--- config.mk ---
export PLATFORM = sky130hd
export DESIGN_NAME = uart_port_arbiter
export DESIGN_NICKNAME = d
export VERILOG_FILES = /design/src/rtl/uart_arb_pkg.sv /design/src/rtl/uart_rr_picker.sv /design/src/rtl/uart_port_arbiter.sv
export SDC_FILE = /design/constraint.sdc
export NUM_CORES = 1
export LEC_CHECK = 0
export CAP_MARGIN = 20
export CORE_MARGIN = 2
export CORE_UTILIZATION = 45
export DETAILED_ROUTE_END_ITERATION = 8
export GPL_TIMING_DRIVEN = 0
export PLACE_DENSITY = 0.86
export SYNTH_ARGS = -nofsm -noshare
export SYNTH_HDL_FRONTEND = slang
export SYNTH_HIERARCHICAL = 1
export SYNTH_SLANG_ARGS = --single-unit
--- constraint.sdc ---
create_clock -name clock -period 7.4 [get_ports clock]
set_input_delay 1.11 -clock clock [delete_from_list [all_inputs] [get_ports clock]]
set_output_delay 1.11 -clock clock [all_outputs]
set_load 0.05 [all_outputs]
--- src/rtl/uart_arb_pkg.sv ---
// Shared types for the two-master UART port arbiter: FSM encoding,
// master index type and the legal read-latency range.
package uart_arb_pkg;

    typedef enum logic [1:0] {
        IDLE   = 2'b00,
        ACCESS = 2'b01,
        RWAIT  = 2'b10,
        RDONE  = 2'b11
    } state_t;

    typedef logic master_t;

    localparam int READ_LAT_MIN = 1;
    localparam int READ_LAT_MAX = 4;
    localparam int LAT_CNT_W    = $clog2(READ_LAT_MAX);

endpackage

--- src/rtl/uart_rr_picker.sv ---
// Two-way round-robin winner selection with an optional "keep the last
// owner" override used by the lock feature.
module uart_rr_picker
    import uart_arb_pkg::*;
(
    input  logic [1:0] req,
    input  master_t    last_grant,
    input  logic       lock_override,
    output master_t    winner
);

    // The other master has priority unless the previous owner keeps its lock.
    always_comb begin
        winner = last_grant;
        if (lock_override && req[last_grant]) begin
            winner = last_grant;
        end else if (req[~last_grant]) begin
            winner = ~last_grant;
        end
    end

endmodule

--- src/rtl/uart_port_arbiter.sv ---
// Arbitrates two masters onto one UART slave port (single-cycle strobe,
// READ_LAT read latency). Optional lock feature: macro UART_ARB_LOCK_EN.
module uart_port_arbiter
    import uart_arb_pkg::*;
#(
    parameter int DATA_W   = 32,
    parameter int READ_LAT = 1,
    parameter int LOCK_MAX = 8
) (
    input  logic              clock,
    input  logic              reset,
    input  logic              m0_read,
    input  logic              m0_write,
    input  logic [DATA_W-1:0] m0_writedata,
    input  logic              m0_lock,
    output logic              m0_waitrequest,
    output logic [DATA_W-1:0] m0_readdata,
    input  logic              m1_read,
    input  logic              m1_write,
    input  logic [DATA_W-1:0] m1_writedata,
    input  logic              m1_lock,
    output logic              m1_waitrequest,
    output logic [DATA_W-1:0] m1_readdata,
    output logic              read,
    output logic              write,
    output logic              chip_select,
    output logic [DATA_W-1:0] writedata,
    input  logic [DATA_W-1:0] readdata,
    output logic [1:0]        estado
);

    state_t                 state;
    state_t                 state_next;
    master_t                owner;
    master_t                last_grant;
    master_t                winner;
    logic                   dir_write;
    logic [DATA_W-1:0]      wdata_q;
    logic [DATA_W-1:0]      rdata0_q;
    logic [DATA_W-1:0]      rdata1_q;
    logic [LAT_CNT_W-1:0]   lat_cnt;
    logic [1:0]             req;
    logic                   lock_override;
    logic                   completing;
    logic                   grant;

    assign req   = {m1_read | m1_write, m0_read | m0_write};
    assign grant = (state == IDLE) && (|req);

    uart_rr_picker u_picker (
        .req           (req),
        .last_grant    (last_grant),
        .lock_override (lock_override),
        .winner        (winner)
    );

    always_ff @(posedge clock or posedge reset) begin
        if (reset) begin
            state <= IDLE;
        end else begin
            state <= state_next;
        end
    end

    always_comb begin
        state_next = state;
        completing = 1'b0;
        case (state)
            IDLE: begin
                if (|req) state_next = ACCESS;
            end
            ACCESS: begin
                completing = dir_write;
                state_next = dir_write ? IDLE : RWAIT;
            end
            RWAIT: begin
                if (lat_cnt == '0) state_next = RDONE;
            end
            RDONE: begin
                completing = 1'b1;
                state_next = IDLE;
            end
            default: state_next = IDLE;
        endcase
    end

    // A master driving read and write together is served as a write.
    always_ff @(posedge clock or posedge reset) begin
        if (reset) begin
            owner      <= 1'b0;
            last_grant <= 1'b1;
            dir_write  <= 1'b0;
            wdata_q    <= '0;
            lat_cnt    <= '0;
            rdata0_q   <= '0;
            rdata1_q   <= '0;
        end else begin
            case (state)
                IDLE: begin
                    if (|req) begin
                        owner      <= winner;
                        last_grant <= winner;
                        dir_write  <= winner ? m1_write : m0_write;
                        wdata_q    <= winner ? m1_writedata : m0_writedata;
                    end
                end
                ACCESS: begin
                    lat_cnt <= LAT_CNT_W'(READ_LAT - 1);
                end
                RWAIT: begin
                    if (lat_cnt == '0) begin
                        if (owner) rdata1_q <= readdata;
                        else       rdata0_q <= readdata;
                    end else begin
                        lat_cnt <= lat_cnt - 1'b1;
                    end
                end
                default: ;
            endcase
        end
    end

`ifdef UART_ARB_LOCK_EN
    localparam int LOCK_CW = $clog2(LOCK_MAX + 1);

    logic [LOCK_CW-1:0] lock_cnt;
    logic               lock_pending;
    logic               owner_lock;

    assign owner_lock    = owner ? m1_lock : m0_lock;
    assign lock_override = lock_pending && (lock_cnt < LOCK_CW'(LOCK_MAX));

    // lock_cnt counts consecutive grants to last_grant and saturates at LOCK_MAX.
    always_ff @(posedge clock or posedge reset) begin
        if (reset) begin
            lock_cnt     <= '0;
            lock_pending <= 1'b0;
        end else begin
            if (completing) begin
                lock_pending <= owner_lock;
            end else if (grant) begin
                lock_pending <= 1'b0;
            end
            if (grant) begin
                if (winner == last_grant) begin
                    if (lock_cnt != LOCK_CW'(LOCK_MAX)) lock_cnt <= lock_cnt + 1'b1;
                end else begin
                    lock_cnt <= LOCK_CW'(1);
                end
            end
        end
    end
`else
    logic unused_lock;
    assign unused_lock   = ^{m0_lock, m1_lock, LOCK_MAX};
    assign lock_override = 1'b0;
`endif

    assign chip_select    = (state == ACCESS);
    assign write          = chip_select & dir_write;
    assign read           = chip_select & ~dir_write;
    assign writedata      = wdata_q;
    assign estado         = state;
    assign m0_readdata    = rdata0_q;
    assign m1_readdata    = rdata1_q;
    assign m0_waitrequest = req[0] & ~(completing & (owner == 1'b0));
    assign m1_waitrequest = req[1] & ~(completing & (owner == 1'b1));

endmodule

==> results of run 1 <==
==> cell usage in the layout (no fill, tap or decap), drive strengths merged, types with 3 or more instances in the layout <==
master,count
nor2,4
buf,14
clkbuf,13
inv,6
clkdlybuf4s50,204
o21ai,3
mux2,132
dfrtp,102
or2,3
==> final cells by class <==
cell class	instances	area, um^2	area share
plain buffers	15	128.9	0.01845
clock buffers	11	151.4	0.02167
clock inverters	3	67.56	0.009672
inverters	6	25.02	0.003582
multi-input cells	160	1798	0.2574
flip-flops and latches	103	2579	0.3692
well taps	133	166.4	0.02382
repair buffers	205	2069	0.2963
==> cells by family (layout without fill, tap and decap cells) <==
group                      Yosys count  in the layout  share of synthesized area
AOI/OAI and AO/OA                   11             11                    0.01934
xor gates and xnor gates             1              1                   0.001935
adders and majority gates            1              1                   0.002763
buffers and inverters               21            240                    0.03343
DFF                                103            103                     0.5695
muxes                              132            132                     0.3531
other                                1              1                  0.0008282
and+or+nand+nor                     14             14                    0.01907
==> registers in the layout, indices dropped and copies added, names as in the netlist, named ones only <==
register     cells
dir_write        1
m1_readdata     32
owner            1
estado           1
last_grant       1
lat_cnt          2
m0_readdata     32
writedata       32
==> stage by stage <==
stage,instance area [um^2],hold WS (ns),util
detailed placement,6766,0.4892,0.6923
floorplan,4528,0.4833,-
CTS,6985,0.5072,0.7147
global route,6985,0.5229,0.7147
finish,6985,0.5031,0.7147
global placement,6736,0.4777,0.6892
==> critical path: cells and delay by family <==
kind	cells	cell delay (ns)
buffers and inverters	2	1.14
and+or+nand+nor	1	0.35
AOI/OAI and AO/OA	1	0.13
==> path summary, 6_finish.rpt <==
| kind | slack, ns | to | cells past startpoint | start |
|---|---|---|---|---|
| max in group asynchronous | 5.61 | m0_readdata[29] | 3 | reset |
| min in group asynchronous | 1.12 | m1_readdata[18] | 2 | reset |
| hold reg to reg | 0.50 | writedata[20] | 1 | writedata[20] |
| setup reg to reg | 5.18 | writedata[8] | 6 | last_grant |
| setup / recovery | 3.56 | m1_waitrequest | 4 | m1_write |
| hold / removal | 0.50 | writedata[20] | 1 | writedata[20] |
==> metal layers <==
metal / vias up / global-route usage / wire (um)
li1: 1429 / - / -
met1: 1519 / 0.2233 / 4157
met2: 105 / 0.3604 / 5578
met3: 13 / 0.05639 / 606
met4: 0 / 0.05502 / 139
met5: - / 0 / 0
==> impl_metrics.csv, run 1 <==
group,metric,value,unit
grt,grt_usage,0.1971,
floorplanning,die_h,104.3,um
cts,cts_root_buf,"clkbuf_8",
cts,clkSinkCount,103,
sta,setup_violations,0,
synth,synth-seq-cells,103,
setup_path,start_kind,"input port",
setup_path,crit_path_max_fanout,4,
placement,place_hpwl,8062,um
detailed_routing,ant_nets,0,
cts,ctsResizeCount,0,
synth,yosysWarnings,6,
synth,synth_most_common_cell,"dfrtp_1",
setup_path,cp_slowest_cell,"clkdlybuf4s50_1",
placement,place_ws,3.571,ns
floorplanning,coreArea,0.009774,mm^2
setup_path,crit_top_cell,"clkdlybuf4s50_1",
synth,synth_nets,389,
grt,grt_pass1_vias,3402,
sta,rsz0062_at_grt,"false",
detailed_routing,drtPass1Iterations,4,
final_layout,diodes,0,
floorplanning,pin_count,207,
sta,worst_slack,3.559,ns
final_layout,num-fill-cells,687,
grt,grt_max_degree,70,
detailed_routing,drt_iter0_drc,89,
outcome,status,"finished clean",
synth,ys_async_sr_fraction,1.000,
detailed_routing,finalWirelength,10480,um
floorplanning,die_width,104.3,um
floorplanning,dieArea,0.01088,mm^2
detailed_routing,num_vias,3066,
synth,yosysSeqAreaShare,0.5695,
sta,skew,0.006457,ns
cts,cts_tree,"yes",
synth,synth_area,0.004528,mm^2
worst_hold_path,min-delay-path-class,"flip-flop to flip-flop",
sta,period_share,0.5191,
sta,maxSlewViolCount,0,
placement,dp.cells,622,
synth,syn_area_per_cell,15.94,um^2
floorplanning,initial_core_util,0.4633,
cts,postCtsSetupRepairBufs,0,
sta,maxClockFrequency,260.3,MHz
setup_path,cp_data_arrival_time,2.73,ns
synth,yosys-top-cells-count,"dfrtp_1 (102), mux2_2 (100), mux2_4 (30), buf_6 (8), inv_1 (6)",
sta,min_period,3.841,ns
sta,finalSetupTns,0,ns
sta,relSlewSlack,0.6113,
detailed_routing,drc,0,
synth,synth_top_area_frac,0.5637,
synth,synth_enable_flop_cells,0,
cts,cts_buffers,9,
placement,port_buffers,204,
setup_path,required,6.29,ns
grt,grt_pass1_wl,17050,um
cts,clk_latency,0.35,ns
grt,antenna_found_initial,0,
flow_run,maxCapViolations,0,
synth,synth-main-ff-cell,"dfrtp_1",
final_layout,drive_above_1_share,0.3241,
setup_path,max_stage_delay,0.72,ns
final_layout,fin_cells,636,
sta,worst_pin_slew,0.5830,ns
cts,ctsLongestPathBuffers,2,
synth,netlist-cell-type-count,31,
setup_path,path_cells,"clkdlybuf4s50_1, or2_2, o21a_1, clkdlybuf4s50_1",
detailed_routing,vias_per_cell,4.821,
cts,htree_levels,3,
sta,hold_violations,0,
setup_path,critPathKind,"input port to output pin",
synth,synth_area_leaders,"dfrtp_1 (56%), mux2_2 (25%), mux2_4 (9.9%), buf_6 (2.0%), dfstp_2 (0.58%)",
cts,path_clk_slew,0.09,ns
grt,overflow,0,
placement,gp_congestion,0.7179,
floorplanning,rows,36,
final_layout,nets,605,
cts,cts_hold_buf,0,
synth,synthCells,284,
setup_path,end_kind,"output pin",
detailed_routing,wl_per_cell,16.48,um
synth,yosysTopAreaCell,"dfrtp_1",
final_layout,synthToLayoutAreaGrowth,54.27,%
Power of run 1 is left out: the tool's default activity adds up to more than one toggle a clock period on the data nets, which glitch-free logic cannot reach.
==> inputs of run 2 (changes only) <==
--- a/config.mk
+++ b/config.mk
@@ -7,10 +7,10 @@
 export LEC_CHECK = 0
 export CAP_MARGIN = 20
 export CORE_MARGIN = 2
-export CORE_UTILIZATION = 45
+export CORE_UTILIZATION = 42
 export DETAILED_ROUTE_END_ITERATION = 8
 export GPL_TIMING_DRIVEN = 0
-export PLACE_DENSITY = 0.86
+export PLACE_DENSITY = 0.81
 export SYNTH_ARGS = -nofsm -noshare
 export SYNTH_HDL_FRONTEND = slang
 export SYNTH_HIERARCHICAL = 1
==> constraint.sdc (replaced) <==
create_clock -name clock -period 3.9 [get_ports clock]
set_input_delay 0.585 -clock clock [delete_from_list [all_inputs] [get_ports clock]]
set_output_delay 0.585 -clock clock [all_outputs]
set_load 0.05 [all_outputs]
==> run 2 against run 1 <==
Largest cell class unchanged. Setup slack lost 2.4 ns. Via count is 0.49% higher. Register-to-register slack worse by 3.5 ns. Critical endpoint unchanged. Cell count grew 0.79%. Global-route usage is 0.87 points lower. Sequential share of layout area up 0.053 points. Count of clock-buffer cells in the layout decreased by 1. Highest routed layer unchanged. Routed wire length grew 0.38%. Die area is 6.9% higher.
==> impl_metrics.csv, run 2 (synthesis gave the netlist of run 1 again) <==
group,metric,value,unit
outcome,status,"finished clean",
setup_path,max_stage_delay,0.72,ns
grt,grt_max_degree,58,
floorplanning,rows,37,
final_layout,drive_above_1_share,0.3267,
cts,cts_buffers,9,
placement,place_hpwl,8142,um
setup_path,critPathKind,"input port to output pin",
sta,skew,0.009674,ns
detailed_routing,ant_nets,0,
detailed_routing,finalWirelength,10520,um
sta,maxClockFrequency,358.9,MHz
grt,antenna_found_initial,0,
final_layout,final_common_cell,"clkdlybuf4s50_1",
detailed_routing,drt_iter0_drc,96,
sta,hold_violations,0,
final_layout,diodes,0,
floorplanning,die_h,107.8,um
flow_run,maxCapViolations,0,
final_layout,num-fill-cells,788,
sta,setup_violations,0,
cts,ctsLongestPathBuffers,2,
floorplanning,initial_core_util,0.4347,
grt,overflow,0,
setup_path,start_kind,"input port",
setup_path,cp_data_arrival_time,2.20,ns
floorplanning,dieArea,0.01163,mm^2
placement,dp.cells,625,
setup_path,cp_slowest_cell,"clkdlybuf4s50_1",
setup_path,cp-startpoint,"m1_write",
detailed_routing,vias_per_cell,4.807,
grt,grt_pass1_vias,3427,
setup_path,r2r_start,"last_grant",
setup_path,end_kind,"output pin",
detailed_routing,drc,0,
placement,placed_area,0.006770,mm^2
setup_path,r2r_slack,1.70,ns
detailed_routing,wl_per_cell,16.41,um
cts,postCtsSetupRepairBufs,0,
placement,gp_congestion,0.7547,
final_layout,nets,605,
setup_path,path_cells,"clkdlybuf4s50_1, or2_2, o21a_1, clkdlybuf4s50_1",
cts,htree_levels,3,
setup_path,reg2reg_depth,6,
floorplanning,coreArea,0.01042,mm^2
setup_path,cp_num_cells,4,
cts,clkSinkCount,103,
placement,port_buffers,204,
final_layout,fin_cells,641,
setup_path,r2r_end,"writedata[7]",
floorplanning,die_width,107.8,um
final_layout,final_cell_area,0.006975,mm^2
final_layout,synthToLayoutAreaGrowth,54.05,%
sta,period_share,0.7144,
sta,relSlewSlack,0.5253,
sta,worst_pin_slew,0.7120,ns
detailed_routing,num_vias,3081,
sta,maxSlewViolCount,0,
setup_path,cp-endpoint,"m1_waitrequest",
setup_path,crit_top_cell,"clkdlybuf4s50_1",
worst_hold_path,min-delay-path-class,"flip-flop to flip-flop",
detailed_routing,drtPass1Iterations,3,
floorplanning,pin_count,207,
setup_path,required,3.31,ns
setup_path,critPathBufInv,2,
cts,cts_tree,"yes",
sta,rsz0062_at_grt,"false",
final_layout,mostFrequentLayoutCells,"clkdlybuf4s50_1 (204), dfrtp_1 (102), mux2_2 (100), mux2_4 (30), clkbuf_8 (10)",
cts,ctsResizeCount,0,
cts,cts_root_buf,"clkbuf_8",
sta,min_period,2.786,ns
placement,place_ws,0.9001,ns
cts,cts_hold_buf,0,
sta,worst_slack,1.114,ns
setup_path,crit_path_max_fanout,4,
cts,path_clk_slew,0.09,ns
grt,grt_pass1_wl,16940,um
cts,clk_latency,0.36,ns
grt,grt_usage,0.1884,
setup_path,cp_top_family,"buffers and inverters",
## run 2: cell types whose count changed in the layout (fill, tap and decap cells not counted)
cell,previous run,this run
inv_6,0,2
clkinv_2,0,1
clkbuf_8,11,10
clkinvlp_4,1,2
bufinv_16,2,1
## run 2: worst min-delay path by stage
stage,start,to,depth (start not counted)
global route,writedata[21],writedata[21],1
global placement,writedata[20],writedata[20],1
floorplan,dir_write,flip-flop,1
finish,writedata[29],writedata[29],1
CTS,writedata[14],writedata[14],1
detailed placement,writedata[14],writedata[14],1
## run 2: cell type report
cell class              count  area [um^2]  area share
inverters                   6        25.02    0.003587
plain buffers              15        128.9     0.01848
multi-input cells         160         1798      0.2578
clock inverters             6        67.56    0.009686
repair buffers            205         2069      0.2967
flip-flops and latches    103         2579      0.3697
clock buffers              10        137.6     0.01973
well taps                 136        170.2     0.02439
## run 2: through the flow
step / hold WS [ns] / utilization / TNS, ns
2_1_floorplan: 0.4833 / - / 0
3_5_place_dp: 0.4916 / 0.6500 / 0
3_3_place_gp: 0.4861 / 0.6471 / -88.62
5_1_grt: 0.5301 / 0.6697 / 0
4_1_cts: 0.5149 / 0.6697 / 0
6_report: 0.5107 / 0.6697 / 0
## run 2: metal layers
metal	global-route usage	routed length (um)
met5	0	0
met4	0.05586	189
met3	0.05690	694
met2	0.3333	5456
met1	0.2196	4180
## run 2: worst reg2reg max path: stages (launching register included)
cell and delay (ns):
dfstp_2 0.56, nor2_1 0.05, o2bb2ai_1 0.14, buf_2 0.22, clkbuf_1 0.46, mux2_2 0.40
mux2_2 0.26
Power of run 2 is left out for the same reason.
==> inputs of run 3 (changes only) <==
--- a/config.mk
+++ b/config.mk
@@ -7,10 +7,10 @@
 export LEC_CHECK = 0
 export CAP_MARGIN = 20
 export CORE_MARGIN = 2
-export CORE_UTILIZATION = 42
+export CORE_UTILIZATION = 38
 export DETAILED_ROUTE_END_ITERATION = 8
 export GPL_TIMING_DRIVEN = 0
-export PLACE_DENSITY = 0.81
+export PLACE_DENSITY = 0.77
 export SYNTH_ARGS = -nofsm -noshare
 export SYNTH_HDL_FRONTEND = slang
 export SYNTH_HIERARCHICAL = 1
==> constraint.sdc (replaced) <==
create_clock -name clock -period 2.2 [get_ports clock]
set_input_delay 0.33 -clock clock [delete_from_list [all_inputs] [get_ports clock]]
set_output_delay 0.33 -clock clock [all_outputs]
set_load 0.05 [all_outputs]
==> run 3 against run 2 <==
Register-to-register slack lost 1.5 ns. Flip-flop and latch count is the same. The flow now finishes with violations (design-rule violations). Clock skew shrank 0.0042 ns. Non-clock buffer count grew 1. First-iteration DRC count shrank 1.0%. Highest routed layer unchanged. Count of clock-buffer cells in the layout is the same.
==> impl_metrics.csv, run 3 (synthesis gave the netlist of run 1 again) <==
group,metric,value,unit
grt,overflow,0,
setup_path,end_kind,"flip-flop",
grt,grt_max_degree,37,
sta,relSlewSlack,0.4478,
setup_path,crit_path_max_fanout,10,
placement,port_buffers,204,
floorplanning,die_width,113.2,um
detailed_routing,wl_met1,4396,um
sta,worst_pin_slew,0.8266,ns
flow_run,maxCapViolations,0,
detailed_routing,dr.max_layer_used,"met4",
cts,htree_levels,3,
grt,antenna_found_initial,0,
cts,path_clk_slew,0.07,ns
detailed_routing,num_vias,3102,
floorplanning,rows,39,
setup_path,cp-startpoint,"m0_write",
detailed_routing,vias_per_cell,4.787,
setup_path,r2r_slack,0.19,ns
final_layout,final_util,0.6134,
cts,clk_latency,0.35,ns
sta,whs,0.4828,ns
sta,min_period,2.143,ns
detailed_routing,finalWirelength,11010,um
sta,finalSetupTns,0,ns
detailed_routing,met2_length,5658,um
detailed_routing,drt_iter0_drc,95,
detailed_routing,drtPass1Iterations,6,
final_layout,final_common_cell,"clkdlybuf4s50_1",
cts,clkSinkCount,103,
detailed_routing,ant_nets,0,
final_layout,nets,606,
grt,grt_pass1_vias,3469,
final_layout,drive_above_1_share,0.3366,
outcome,failed_checks,"design-rule violations",
final_layout,synthToLayoutAreaGrowth,56.01,%
sta,maxSlewViolCount,0,
setup_path,reg2reg_depth,6,
floorplanning,coreArea,0.01152,mm^2
cts,ctsLongestPathBuffers,2,
setup_path,required,2.43,ns
grt,grt_usage,0.1786,
floorplanning,initial_core_util,0.3932,
cts,cts_buffers,9,
final_layout,diodes,0,
final_layout,mostFrequentLayoutCells,"clkdlybuf4s50_1 (199), dfrtp_1 (102), mux2_2 (100), mux2_4 (30), clkbuf_16 (9)",
floorplanning,die_h,113.2,um
sta,setup_violations,0,
cts,cts_tree,"yes",
setup_path,cp-endpoint,"writedata[9]",
detailed_routing,drc,10,
outcome,status,"finished, violations left",
placement,gp_congestion,0.7499,
setup_path,r2r_start,"lat_cnt[0]",
sta,period_share,0.9739,
setup_path,r2r_end,"m0_readdata[26]",
setup_path,cp_data_arrival_time,2.38,ns
sta,skew,0.005456,ns
floorplanning,pin_count,207,
worst_hold_path,min-delay-path-class,"input port to async pin",
placement,place_hpwl,8417,um
setup_path,critPathKind,"input port to flip-flop",
grt,grt_pass1_wl,17990,um
sta,rsz0062_at_grt,"false",
detailed_routing,wl_per_cell,16.98,um
setup_path,start_kind,"input port",
floorplanning,dieArea,0.01281,mm^2
cts,cts_root_buf,"clkbuf_16",
sta,maxClockFrequency,466.7,MHz
sta,hold_violations,0,
detailed_routing,routed-wl-met3,739,um
## run 3: final cells by class
type                    count  area, um^2
fillers                   925        4452
flip-flops and latches    103        2579
repair buffers            206        2069
multi-input cells         160        1798
clock buffers              10       239.0
well taps                 143       178.9
plain buffers              15       132.6
clock inverters             5       41.29
inverters                   6       26.28
## run 3: worst min path at each step
| stage | start | to | slack, ns | cells after the start |
|---|---|---|---|---|
| 2_1_floorplan | readdata[0] | m1_readdata[0] | 0.48 | 1 |
| 3_3_place_gp | writedata[20] | writedata[20] | 0.48 | 1 |
| 3_5_place_dp | writedata[20] | writedata[20] | 0.49 | 1 |
| 4_1_cts | reset | m0_readdata[14] | 0.50 | 2 |
| 5_1_grt | writedata[20] | writedata[20] | 0.52 | 1 |
| 6_report | reset | writedata[4] | 0.48 | 2 |
## run 3: stage by stage
| step | setup slack (ns) | std cells | instance area (um^2) |
|---|---|---|---|
| after floorplan | 0.1429 | 284 | 4532 |
| after global placement | -0.5401 | 631 | 6753 |
| after detailed placement | -0.5507 | 633 | 6793 |
| after CTS | 0.0002234 | 648 | 7072 |
| after global routing | 0.001816 | 648 | 7064 |
| final | 0.05741 | 648 | 7064 |
## run 3: critical path, cell delays in order
cell and delay, ns:
clkdlybuf4s50_1 0.41, or2_2 0.34, o2bb2ai_1 0.12, buf_2 0.22
clkbuf_2 0.32, mux2_2 0.37, mux2_2 0.25
## run 3: what timing repair did
action	4_1_cts	5_1_grt
gates resized for setup	9	4
setup endpoints to repair	33	3
buffers inserted	0	0
hold buffers	0	0
## run 3: per-layer routing
layer  vias up  track usage
met5         -            0
met4         0      0.07154
met3        16      0.04928
met2       107       0.3066
met1      1540       0.2127
li1       1439            -
Power of run 3 is left out for the same reason.
